File: config.mk
export PLATFORM = sky130hd
export DESIGN_NAME = cam_capture
export DESIGN_NICKNAME = d
export VERILOG_FILES = /design/src/rtl/cam_pkg.sv /design/src/rtl/cam_sync.sv /design/src/rtl/cam_capture.sv
export SDC_FILE = /design/constraint.sdc
export NUM_CORES = 1
export LEC_CHECK = 0
export CORE_MARGIN = 1
export CORE_UTILIZATION = 49
export DETAILED_ROUTE_END_ITERATION = 12
export GPL_TIMING_DRIVEN = 0
export PLACE_DENSITY = 0.84
export SYNTH_ARGS = -nofsm -noshare
export SYNTH_HDL_FRONTEND = slang
export SYNTH_SLANG_ARGS = --single-unit
File: constraint.sdc
create_clock -name clk -period 2 [get_ports clk]
set_input_delay 0.5 -clock clk [delete_from_list [all_inputs] [get_ports clk]]
set_output_delay 0.5 -clock clk [all_outputs]
set_load 0.01 [all_outputs]
File: src/rtl/cam_pkg.sv
// Shared types and default geometry for the camera capture path.
package cam_pkg;

    typedef enum logic [1:0] {
        ST_SYNC   = 2'd0,
        ST_VBLANK = 2'd1,
        ST_ACTIVE = 2'd2
    } cam_state_e;

    localparam int DEF_COLS = 640;
    localparam int DEF_ROWS = 480;
    localparam int DEF_BPP  = 2;

endpackage

File: src/rtl/cam_sync.sv
// Two-flop synchroniser with a third stage for registered rise/fall pulses;
// level is the third stage so it lines up with the edge pulses.
module cam_sync (
    input  logic clk,
    input  logic resetn,
    input  logic async_in,
    output logic level,
    output logic rise,
    output logic fall
);

    logic s1_r, s2_r, s3_r, rise_r, fall_r;

    // Synchroniser chain and edge pulses.
    always_ff @(posedge clk or negedge resetn) begin
        if (!resetn) begin
            s1_r   <= 1'b0;
            s2_r   <= 1'b0;
            s3_r   <= 1'b0;
            rise_r <= 1'b0;
            fall_r <= 1'b0;
        end else begin
            s1_r   <= async_in;
            s2_r   <= s1_r;
            s3_r   <= s2_r;
            rise_r <= s2_r & ~s3_r;
            fall_r <= ~s2_r & s3_r;
        end
    end

    assign level = s3_r;
    assign rise  = rise_r;
    assign fall  = fall_r;

endmodule

File: src/rtl/cam_capture.sv
// Camera pixel capture: syncs the parallel camera bus, assembles pixels, tracks row/col.
// Optional capture window enabled by defining CAM_CAPTURE_WINDOW_EN.
module cam_capture import cam_pkg::*; #(
    parameter int BYTES_PER_PIXEL = DEF_BPP,
    parameter int COL_W           = 10,
    parameter int ROW_W           = 10,
    parameter int MAX_COLS        = DEF_COLS,
    parameter int XCLK_DIV        = 1
) (
    input  logic                         clk,
    input  logic                         resetn,
    input  logic                         vsync,
    input  logic                         href,
    input  logic                         p_clock,
    input  logic [7:0]                   p_data,
`ifdef CAM_CAPTURE_WINDOW_EN
    input  logic [COL_W-1:0]             win_x0,
    input  logic [COL_W-1:0]             win_w,
    input  logic [ROW_W-1:0]             win_y0,
    input  logic [ROW_W-1:0]             win_h,
`endif
    output logic                         x_clock,
    output logic                         pixel_valid,
    output logic [8*BYTES_PER_PIXEL-1:0] pixel_data,
    output logic [ROW_W-1:0]             row,
    output logic [COL_W-1:0]             col,
    output logic                         frame_done,
    output logic                         line_overflow
);

    localparam int PIX_W = 8 * BYTES_PER_PIXEL;

    logic vs_lvl_s, vs_rise_s, vs_fall_s;
    logic href_lvl_s, href_rise_s, href_fall_s;
    logic pclk_lvl_s, pclk_rise_s, pclk_fall_s;
    logic sync_unused_s;

    cam_sync u_sync_pclk (.clk(clk), .resetn(resetn), .async_in(p_clock),
                          .level(pclk_lvl_s), .rise(pclk_rise_s), .fall(pclk_fall_s));
    cam_sync u_sync_vs   (.clk(clk), .resetn(resetn), .async_in(vsync),
                          .level(vs_lvl_s), .rise(vs_rise_s), .fall(vs_fall_s));
    cam_sync u_sync_href (.clk(clk), .resetn(resetn), .async_in(href),
                          .level(href_lvl_s), .rise(href_rise_s), .fall(href_fall_s));

    assign sync_unused_s = href_rise_s ^ pclk_lvl_s ^ pclk_fall_s;

    logic [7:0]       data1_r, data2_r, data3_r;
    logic [15:0]      xdiv_r;
    logic             xclk_r;
    cam_state_e       state_r, state_s;
    logic [ROW_W-1:0] row_r, row_s;
    logic [COL_W-1:0] col_r, col_s;
    logic [PIX_W-1:0] pix_r, pix_s;
    logic [7:0]       byte0_r, byte0_s;
    logic             phase_r, phase_s;
    logic             line_pix_r, line_pix_s;
    logic             inc_pend_r, inc_pend_s;
    logic             fd_pend_r, fd_pend_s;
    logic             pv_r, pv_s, fd_r, fd_s, ovf_r, ovf_s;
    logic             capture_s, last_byte_s, win_hit_s;
    logic [7:0]       byte_s;

    // Data pipeline: two sync stages plus one to align with the registered pclk edge.
    always_ff @(posedge clk or negedge resetn) begin
        if (!resetn) begin
            data1_r <= 8'h00;
            data2_r <= 8'h00;
            data3_r <= 8'h00;
        end else begin
            data1_r <= p_data;
            data2_r <= data1_r;
            data3_r <= data2_r;
        end
    end

    assign byte_s = data3_r;

    // Camera master clock divider, free-running in every state.
    always_ff @(posedge clk or negedge resetn) begin
        if (!resetn) begin
            xdiv_r <= 16'd0;
            xclk_r <= 1'b0;
        end else if (xdiv_r == 16'(XCLK_DIV - 1)) begin
            xdiv_r <= 16'd0;
            xclk_r <= ~xclk_r;
        end else begin
            xdiv_r <= xdiv_r + 16'd1;
        end
    end

`ifdef CAM_CAPTURE_WINDOW_EN
    logic [COL_W-1:0] wx0_r, ww_r;
    logic [ROW_W-1:0] wy0_r, wh_r;

    // Window bounds are latched at the start of each frame.
    always_ff @(posedge clk or negedge resetn) begin
        if (!resetn) begin
            wx0_r <= {COL_W{1'b0}};
            ww_r  <= {COL_W{1'b0}};
            wy0_r <= {ROW_W{1'b0}};
            wh_r  <= {ROW_W{1'b0}};
        end else if (vs_fall_s) begin
            wx0_r <= win_x0;
            ww_r  <= win_w;
            wy0_r <= win_y0;
            wh_r  <= win_h;
        end
    end

    assign win_hit_s = (col_r >= wx0_r) && ({1'b0, col_r} < ({1'b0, wx0_r} + {1'b0, ww_r})) &&
                       (row_r >= wy0_r) && ({1'b0, row_r} < ({1'b0, wy0_r} + {1'b0, wh_r}));
`else
    assign win_hit_s = 1'b1;
`endif

    // FSM state and capture datapath registers.
    always_ff @(posedge clk or negedge resetn) begin
        if (!resetn) begin
            state_r    <= ST_SYNC;
            row_r      <= {ROW_W{1'b0}};
            col_r      <= {COL_W{1'b0}};
            pix_r      <= {PIX_W{1'b0}};
            byte0_r    <= 8'h00;
            phase_r    <= 1'b0;
            line_pix_r <= 1'b0;
            inc_pend_r <= 1'b0;
            fd_pend_r  <= 1'b0;
            pv_r       <= 1'b0;
            fd_r       <= 1'b0;
            ovf_r      <= 1'b0;
        end else begin
            state_r    <= state_s;
            row_r      <= row_s;
            col_r      <= col_s;
            pix_r      <= pix_s;
            byte0_r    <= byte0_s;
            phase_r    <= phase_s;
            line_pix_r <= line_pix_s;
            inc_pend_r <= inc_pend_s;
            fd_pend_r  <= fd_pend_s;
            pv_r       <= pv_s;
            fd_r       <= fd_s;
            ovf_r      <= ovf_s;
        end
    end

    // Next-state and capture logic; col increments the cycle after its strobe.
    always_comb begin
        state_s     = state_r;
        row_s       = row_r;
        col_s       = inc_pend_r ? (col_r + {{(COL_W-1){1'b0}}, 1'b1}) : col_r;
        pix_s       = pix_r;
        byte0_s     = byte0_r;
        phase_s     = phase_r;
        line_pix_s  = line_pix_r;
        inc_pend_s  = 1'b0;
        fd_pend_s   = 1'b0;
        pv_s        = 1'b0;
        ovf_s       = 1'b0;
        fd_s        = fd_pend_r;
        capture_s   = (state_r == ST_ACTIVE) && href_lvl_s && pclk_rise_s;
        last_byte_s = (BYTES_PER_PIXEL == 1) || phase_r;

        case (state_r)
            ST_SYNC: begin
                if (vs_lvl_s) begin
                    state_s = ST_VBLANK;
                end else begin
                    state_s = ST_SYNC;
                end
            end
            ST_VBLANK: begin
                if (vs_fall_s) begin
                    state_s    = ST_ACTIVE;
                    row_s      = {ROW_W{1'b0}};
                    col_s      = {COL_W{1'b0}};
                    phase_s    = 1'b0;
                    line_pix_s = 1'b0;
                end else begin
                    state_s = ST_VBLANK;
                end
            end
            ST_ACTIVE: begin
                if (capture_s) begin
                    if (col_r >= COL_W'(MAX_COLS)) begin
                        ovf_s   = 1'b1;
                        phase_s = 1'b0;
                    end else if (last_byte_s) begin
                        pv_s       = win_hit_s;
                        pix_s      = win_hit_s ? PIX_W'({byte0_r, byte_s}) : pix_r;
                        inc_pend_s = 1'b1;
                        line_pix_s = 1'b1;
                        phase_s    = 1'b0;
                    end else begin
                        byte0_s = byte_s;
                        phase_s = 1'b1;
                    end
                end else if (href_fall_s) begin
                    phase_s    = 1'b0;
                    col_s      = {COL_W{1'b0}};
                    row_s      = row_r + ROW_W'(line_pix_r);
                    line_pix_s = 1'b0;
                end else begin
                    phase_s = phase_r;
                end

                // A pixel strobe on the same cycle as vsync rise pushes frame_done back a cycle.
                if (vs_rise_s) begin
                    state_s    = ST_VBLANK;
                    phase_s    = 1'b0;
                    col_s      = {COL_W{1'b0}};
                    inc_pend_s = 1'b0;
                    line_pix_s = 1'b0;
                    if (pv_s) begin
                        fd_pend_s = 1'b1;
                    end else begin
                        fd_s = 1'b1;
                    end
                end else begin
                    state_s = ST_ACTIVE;
                end
            end
            default: begin
                state_s = ST_SYNC;
            end
        endcase
    end

    assign x_clock       = xclk_r;
    assign pixel_valid   = pv_r;
    assign pixel_data    = pix_r;
    assign row           = row_r;
    assign col           = col_r;
    assign frame_done    = fd_r;
    assign line_overflow = ovf_r;

endmodule

==> results of run 1 <==
==> cell families after synthesis <==
logic type | Yosys count
AO/OA/AOI/OAI | 26
XOR/XNOR | 24
adder cells (fa/ha/maj) | 10
buffers and inverters | 19
flip-flops | 107
multiplexers | 9
AND/OR/NAND/NOR | 150
==> path summary, 6_finish.rpt <==
kind | endpoint | slack (ps) | cells after the start
max | row[5] | -70 | 7
max in group asynchronous | data2_r[0] | 1250 | 2
max reg2reg | row[5] | -70 | 7
min in group clk | u_sync_vs.s2_r | 360 | 0
min | row[5] | 60 | 1
min reg2reg | u_sync_vs.s2_r | 360 | 0
==> sequential cells by signal (all words and copies together), names as in the netlist, 2 cells and up <==
register / flops
byte0_r: 8
data1_r: 8
state_r: 2
xdiv_r: 16
data2_r: 8
pixel_data: 16
byte_s: 8
row: 10
col: 10
==> final cells by class <==
type	count	area share, %
Sequential cell	107	52.08
Multi-Input combinational cell	219	27.23
Clock inverter	6	1.558
Clock buffer	10	2.677
Inverter	12	1.022
Timing Repair Buffer	64	12.53
Buffer	5	0.4137
Tap cell	102	2.482
==> critical path: stages (launching register included) <==
cell and delay (ps):
dfrtp_1 440, inv_2 90, ha_4 290, inv_4 30, or4_4 510, buf_4 160, or3_4 360, a21oi_2 120
==> timing repair <==
action | 4_1_cts | 5_1_grt
gates resized for setup | 10 | 12
cloned | 0 | 0
pin swaps | 4 | 7
setup endpoints to repair | 33 | 24
buffers inserted | 5 | 6
==> cells in the mapped netlist <==
library cell,count,area (um^2)
a21oi_1,8,40.04
a22o_1,2,17.52
a31oi_1,2,12.51
and2_1,3,18.77
and3_1,2,12.51
and3_4,1,11.26
and4_1,3,26.28
buf_2,1,5.000
buf_6,1,11.26
clkbuf_1,5,18.77
clkinv_1,2,7.510
dfrtp_1,107,2678
ha_1,10,125.1
inv_1,10,37.54
mux2_2,8,90.09
mux2i_1,1,10.01
nand2_1,67,251.5
nand2b_1,4,25.02
nand3_1,10,50.05
nand4_1,12,75.07
nor2_1,25,93.84
nor2b_1,6,37.54
nor3_1,4,20.02
nor3b_1,1,7.510
nor3b_2,1,12.51
nor4_1,2,12.51
nor4b_1,1,8.760
o21ai_0,7,35.03
o21bai_1,1,7.510
o221a_2,2,22.52
o22ai_1,2,12.51
o311ai_0,1,8.760
o31ai_1,1,7.510
or3_1,6,37.54
or4_1,2,15.01
xnor2_1,16,140.1
xor2_1,8,70.07
==> where the power goes <==
group / internal, mW / total, mW / switching (mW) / leakage [nW]
Sequential: 2.29 / 2.37 / 0.0792 / 1.40
Combinational: 0.315 / 0.707 / 0.393 / 0.811
Clock: 0.644 / 1.39 / 0.746 / 0.109
==> per-stage QoR <==
| step | hold slack [ps] | total power, mW |
|---|---|---|
| finish | 64.98 | 4.463 |
| global route | 97.26 | 4.676 |
| CTS | 75.68 | 4.372 |
| detailed placement | 334.7 | 2.959 |
| global placement | 332.9 | 2.926 |
| floorplan | 204.4 | 2.764 |
==> metal layers <==
| layer | global-route usage [%] | vias to the layer above |
|---|---|---|
| met4 | 9.231 | 0 |
| met2 | 30.82 | 74 |
| li1 | - | 1302 |
| met1 | 25.69 | 1385 |
| met5 | 0 | - |
| met3 | 3.089 | 16 |
==> impl_results.md, run 1 <==
- Maximum clock path buffer count: 2
- Die width: 93.17 um
- Hpwl dp: 4.972 mm
- TritonRoute pass-1 iters: 4
- CTS Root Cell: clkbuf_8
- Portion of netlist area occupied by mux cells: between 2 and 2.5%
- Pre-CTS setup slack: -527.8 ps
- Pwr/cell area: 868.1 nW/um^2
- Hold/Removal Path Class: in2async
- Post-Route WL: ~7.5 mm
- Synth-to-Final Area Change: 26.24%
- # nets final: 441
- CTS tree: built
- Die area: between 8000 and 9000 um^2
- Number of diodes: 0
- Commonest non-fill, non-tap cells in the layout: dfrtp_1 (107), nand2_1 (67), clkdlybuf4s50_1 (51)
- Routed length on met1: between 3 and 4 mm
- Sum Neg Setup Slack: -144.7 ps
- Iteration-0 DRC count of the detailed router: about 130
- Global-route congestion overflow total: 0
- Latest clock arrival within the worst-skew pair: 360 ps
- Cell variety after synth: 37
- Metal3 WL: around 300 um
- Crit Path Category: reg2reg
- Synthesized area: just over 4000 um^2
- Initial antenna violation count: 0
- Remaining DRCs: 0
- Vert. Die Dim: ~93 um
- CP arrival: ~2400 ps
- Post-route setup slack: -67.36 ps
- Final Cell Area: 5141 um^2
- Placement Cell Area: between 4000 and 5000 um^2
- Syn nets: 368
- CTS buffer count: 9
- Yosys reg bits: between 100 and 150
- Outcome: complete, but fails checks
- DRT antenna net count: 0
- Tightest Pin Transition: between 500 and 600 ps
- Final Max Slew Viols: 0
- Final core occ: 65.18%
- Post-Synth Simple-Gate Area: between 15 and 20%
- Rel. slew slack: between 60% and 70%
- Clock Skews: 6.469 ps
- Core ar.: a little under 8000 um^2
- Final setup viols: 3
- Seq/Total Area, Yosys: around two thirds
- Sequential cell area: 2678 um^2
- DR WL met2: between 3 and 4 mm
- Syn Area/Cell: 11.80 um^2
- First-pass GRT wire length: ~13 mm
- Vias in the first global route: ~2800
- Multi-input logic area: around 1400 um^2
- Failing checks: negative setup slack
- Max_cap viols: 0
- Minimum clock period: between 2000 and 2500 ps
- Worst setup SP type: flip-flop
- Cells after DPL: 500
- Commonest non-fill, non-tap cell in the layout: dfrtp_1
- Cells after synthesis: between 300 and 400
- Final Non-Filler Cells: around 530
- XOR/XNOR Fraction of Synth Area: 5.161%
- RSZ-0062 raised after global routing: yes
- Post-synthesis compound-gate area fraction: under 10%
- Yosys Warn Count: 0
- Fin. Hold Viols: 0
- Highest routed metal layer: met4
- Via count: between 2000 and 3000
- I/O pins: between 50 and 60
- FMAX: a little under 500 MHz
- Vias/cell: about 5.3
- Post-CTS Hold Buffers: 0
- H-tree depth: 3
- Reg clk slew, reported paths: 100 ps
- Fillers: around 590
- Worst setup path start: state_r[0]
- LEAKAGE: 2.321 nW
- CP Capture Type: flip-flop
- Main combinational cell family by area after synthesis: simple AND/OR/NAND/NOR gates
- GRT Total Usage: about a fifth
- CTS sink count: approximately 110
- Largest net degree at the start of global routing: 76
- Std cell rows: 32
- Initial Util: 51.63%
- Adder-Cell Fraction of Synth Area: around 3.1%
- Routed len/inst: between 10 and 15 um
- Worst-path fanout max: 4
- RR Startpoint: state_r[0]
- Buffers on Ports: 52
- RD Place Congestion: 0.8090
- Period Utilization, post-route: 103.4%
- VDD IR max: roughly 0.53 mV
- Share of post-route cells with drive strength above 1: between 10 and 15%
- Worst EP required: 2290 ps
(Power assumes the default switching activity.)
==> run 2: changes to the inputs <==
--- a/config.mk
+++ b/config.mk
@@ -5,11 +5,14 @@
 export SDC_FILE = /design/constraint.sdc
 export NUM_CORES = 1
 export LEC_CHECK = 0
+export CORE_ASPECT_RATIO = 2
 export CORE_MARGIN = 1
-export CORE_UTILIZATION = 49
+export CORE_UTILIZATION = 51
+export CTS_BUF_LIST = sky130_fd_sc_hd__clkbuf_4 sky130_fd_sc_hd__clkbuf_8
 export DETAILED_ROUTE_END_ITERATION = 12
 export GPL_TIMING_DRIVEN = 0
-export PLACE_DENSITY = 0.84
+export PLACE_DENSITY = 0.87
+export SLEW_MARGIN = 20
 export SYNTH_ARGS = -nofsm -noshare
 export SYNTH_HDL_FRONTEND = slang
 export SYNTH_SLANG_ARGS = --single-unit
==> impl_results.md, run 2 (synthesis results as in run 1) <==
- Number of diodes: 0
- Remaining DRCs: 0
- Fin. Hold Viols: 0
- DRT antenna net count: 0
- # nets final: approximately 440
- CTS sink count: around 110
- Max_cap viols: 0
- Latest clock arrival within the worst-skew pair: between 300 and 400 ps
- Power share of the clock group: a little under a third
- CP max stage cell: or4_4
- Clock Skews: approximately 11 ps
- VDD IR max: 0.7050 mV
- Failing checks: negative setup slack
- Worst EP required: roughly 2300 ps
- CP arrival: about 2300 ps
- Initial antenna violation count: 0
- Core ar.: approximately 7700 um^2
- RR Endpoint: row[5]
- RR Startpoint: state_r[1]
- Max incr delay on CP: a little under 500 ps
- Vias in the first global route: approximately 2700
- Post-route setup slack: -40.63 ps
- CTS buffer count: 9
- Hpwl dp: ~5.1 mm
- TritonRoute pass-1 iters: 4
- Largest net degree at the start of global routing: 59
- Outcome: complete, but fails checks
- CP Capture Type: flip-flop
- Iteration-0 DRC count of the detailed router: roughly 130
- Worst setup SP type: flip-flop
- Initial Util: 53.19%
- Commonest non-fill, non-tap cells in the layout: dfrtp_1 (106), nand2_1 (67), clkdlybuf4s50_1 (51)
- Global-route congestion overflow total: 0
- Buffers on Ports: 52
- Hold/Removal Path Class: in2async
- Post-Route WL: approximately 7.5 mm
- Crit Path Category: reg2reg
- Via count: ~2700
- Multi-input logic area: ~1400 um^2
- Reg2reg setup slack: -40 ps
- Synth-to-Final Area Change: 25.56%
- Combinational share of power: between 10% and 20%
- Final Max Slew Viols: 0
- Routed len/inst: between 10 and 15 um
- Worst-path fanout max: 5
- R2R depth: 7
- Die area: around 8400 um^2
- Sequential cell area: 2679 um^2
- Maximum clock path buffer count: 2
- Vias/cell: around 5.3
- First-pass GRT wire length: around 12 mm
- P_int: around 3.2 mW
- Commonest non-fill, non-tap cell in the layout: dfrtp_1
- LEAKAGE: approximately 2.3 nW
- I/O pins: between 50 and 60
- CP Cell Sequence: inv_2 -> ha_4 -> inv_4 -> or4_4 -> buf_6 -> or3_4 -> a21oi_2
- CTS tree: built
- Hold_ws: between 50 and 60 ps
- Reg clk slew, reported paths: around 100 ps
- CTS Root Cell: clkbuf_8
- RD Place Congestion: between 0.8 and 0.9
- Share of post-route cells with drive strength above 1: 13.37%
- Crit path to: row[5]
- Final setup viols: 4
- Net switching power: between 1 and 1.5 mW
- FMAX: between 400 and 500 MHz
- Fillers: approximately 570
- H-tree depth: 3
- Vert. Die Dim: 128.4 um
- RSZ-0062 raised after global routing: yes
- GRT Total Usage: a little under 20%
- Post-CTS Hold Buffers: 0
- Std cell rows: 45
- Pwr/cell area: 859.7 nW/um^2
- Sum Neg Setup Slack: -93.49 ps
- Worst setup path start: state_r[1]
- Die width: 65.19 um
- Sequential group share of total power: 53.8%
- Tightest Pin Transition: 522.6 ps
- Sw Share: between 20% and 30%
- Rel. slew slack: between 60% and 70%
- Minimum clock period: approximately 2000 ps
- Period Utilization, post-route: 102.0%
run 2: cell count changes in the layout (fill, tap and decap cells not counted), sizes merged:
cell / previous run / this run
inv: 15 / 14
buf: 13 / 9
clkinvlp: 1 / 3
clkinv: 1 / 0
run 2: through the flow:
stage / instances / total power [mW] / setup WS [ps] / area, um^2 / utilization [%]
floorplan: 345 / 2.764 / -127.8 / 4108 / -
global placement: 491 / 2.925 / -3320 / 4746 / 61.98
detailed placement: 492 / 2.965 / -509.0 / 4775 / 62.35
CTS: 510 / 4.340 / -138.2 / 5022 / 65.59
global route: 513 / 4.603 / -86.29 / 5114 / 66.78
finish: 513 / 4.396 / -40.63 / 5114 / 66.78
run 2: layout make-up:
class,count,area share (%)
plain buffers,5,0.3915
clock buffers,10,2.691
clock inverters,6,1.419
inverters,12,0.9787
multi-input cells,219,27.75
flip-flops and latches,107,52.39
well taps,94,2.300
repair buffers,60,12.09
run 2: power by group through the flow:
stage / Sequential [mW] / Clock [mW] / Combinational (mW)
2_1_floorplan: 2.38 / 0 / 0.380
3_3_place_gp: 2.39 / 0 / 0.534
3_5_place_dp: 2.40 / 0 / 0.563
4_1_cts: 2.36 / 1.38 / 0.596
5_1_grt: 2.38 / 1.47 / 0.749
6_report: 2.37 / 1.35 / 0.683
run 2: layer usage:
| metal | vias to the layer above | share of wire (%) | global-route usage, % | routed length [um] |
|---|---|---|---|---|
| met2 | 54 | 54 | 32.20 | 4083 |
| li1 | 1296 | - | - | - |
| met3 | 14 | 3.5 | 5.142 | 262 |
| met5 | - | 0 | 0 | 0 |
| met1 | 1353 | 40 | 22.75 | 2976 |
| met4 | 0 | 2.3 | 10.23 | 171 |
run 2: repair_timing:
item,4_1_cts,5_1_grt
pin swaps,5,9
resized for setup,7,18
endpoints found under the setup margin,33,15
setup buffers,4,3
gates cloned,0,0
run 2: worst min path at each step:
stage / endpoint / slack, ps
after floorplan: byte0_r[0] / 200
after global placement: data2_r[4] / 330
after detailed placement: u_sync_vs.s2_r / 330
after CTS: data2_r[4] / 50
after global routing: data2_r[4] / 60
final: pixel_valid / 50
run 2: worst max-delay path: cells and delay by family, from the launching register on:
| kind | cells | cell delay, ps |
|---|---|---|
| AOI/OAI and AO/OA | 1 | 150 |
| adders and majority gates | 1 | 300 |
| DFF | 1 | 440 |
| and+or+nand+nor | 2 | 820 |
| buffers and inverters | 3 | 270 |
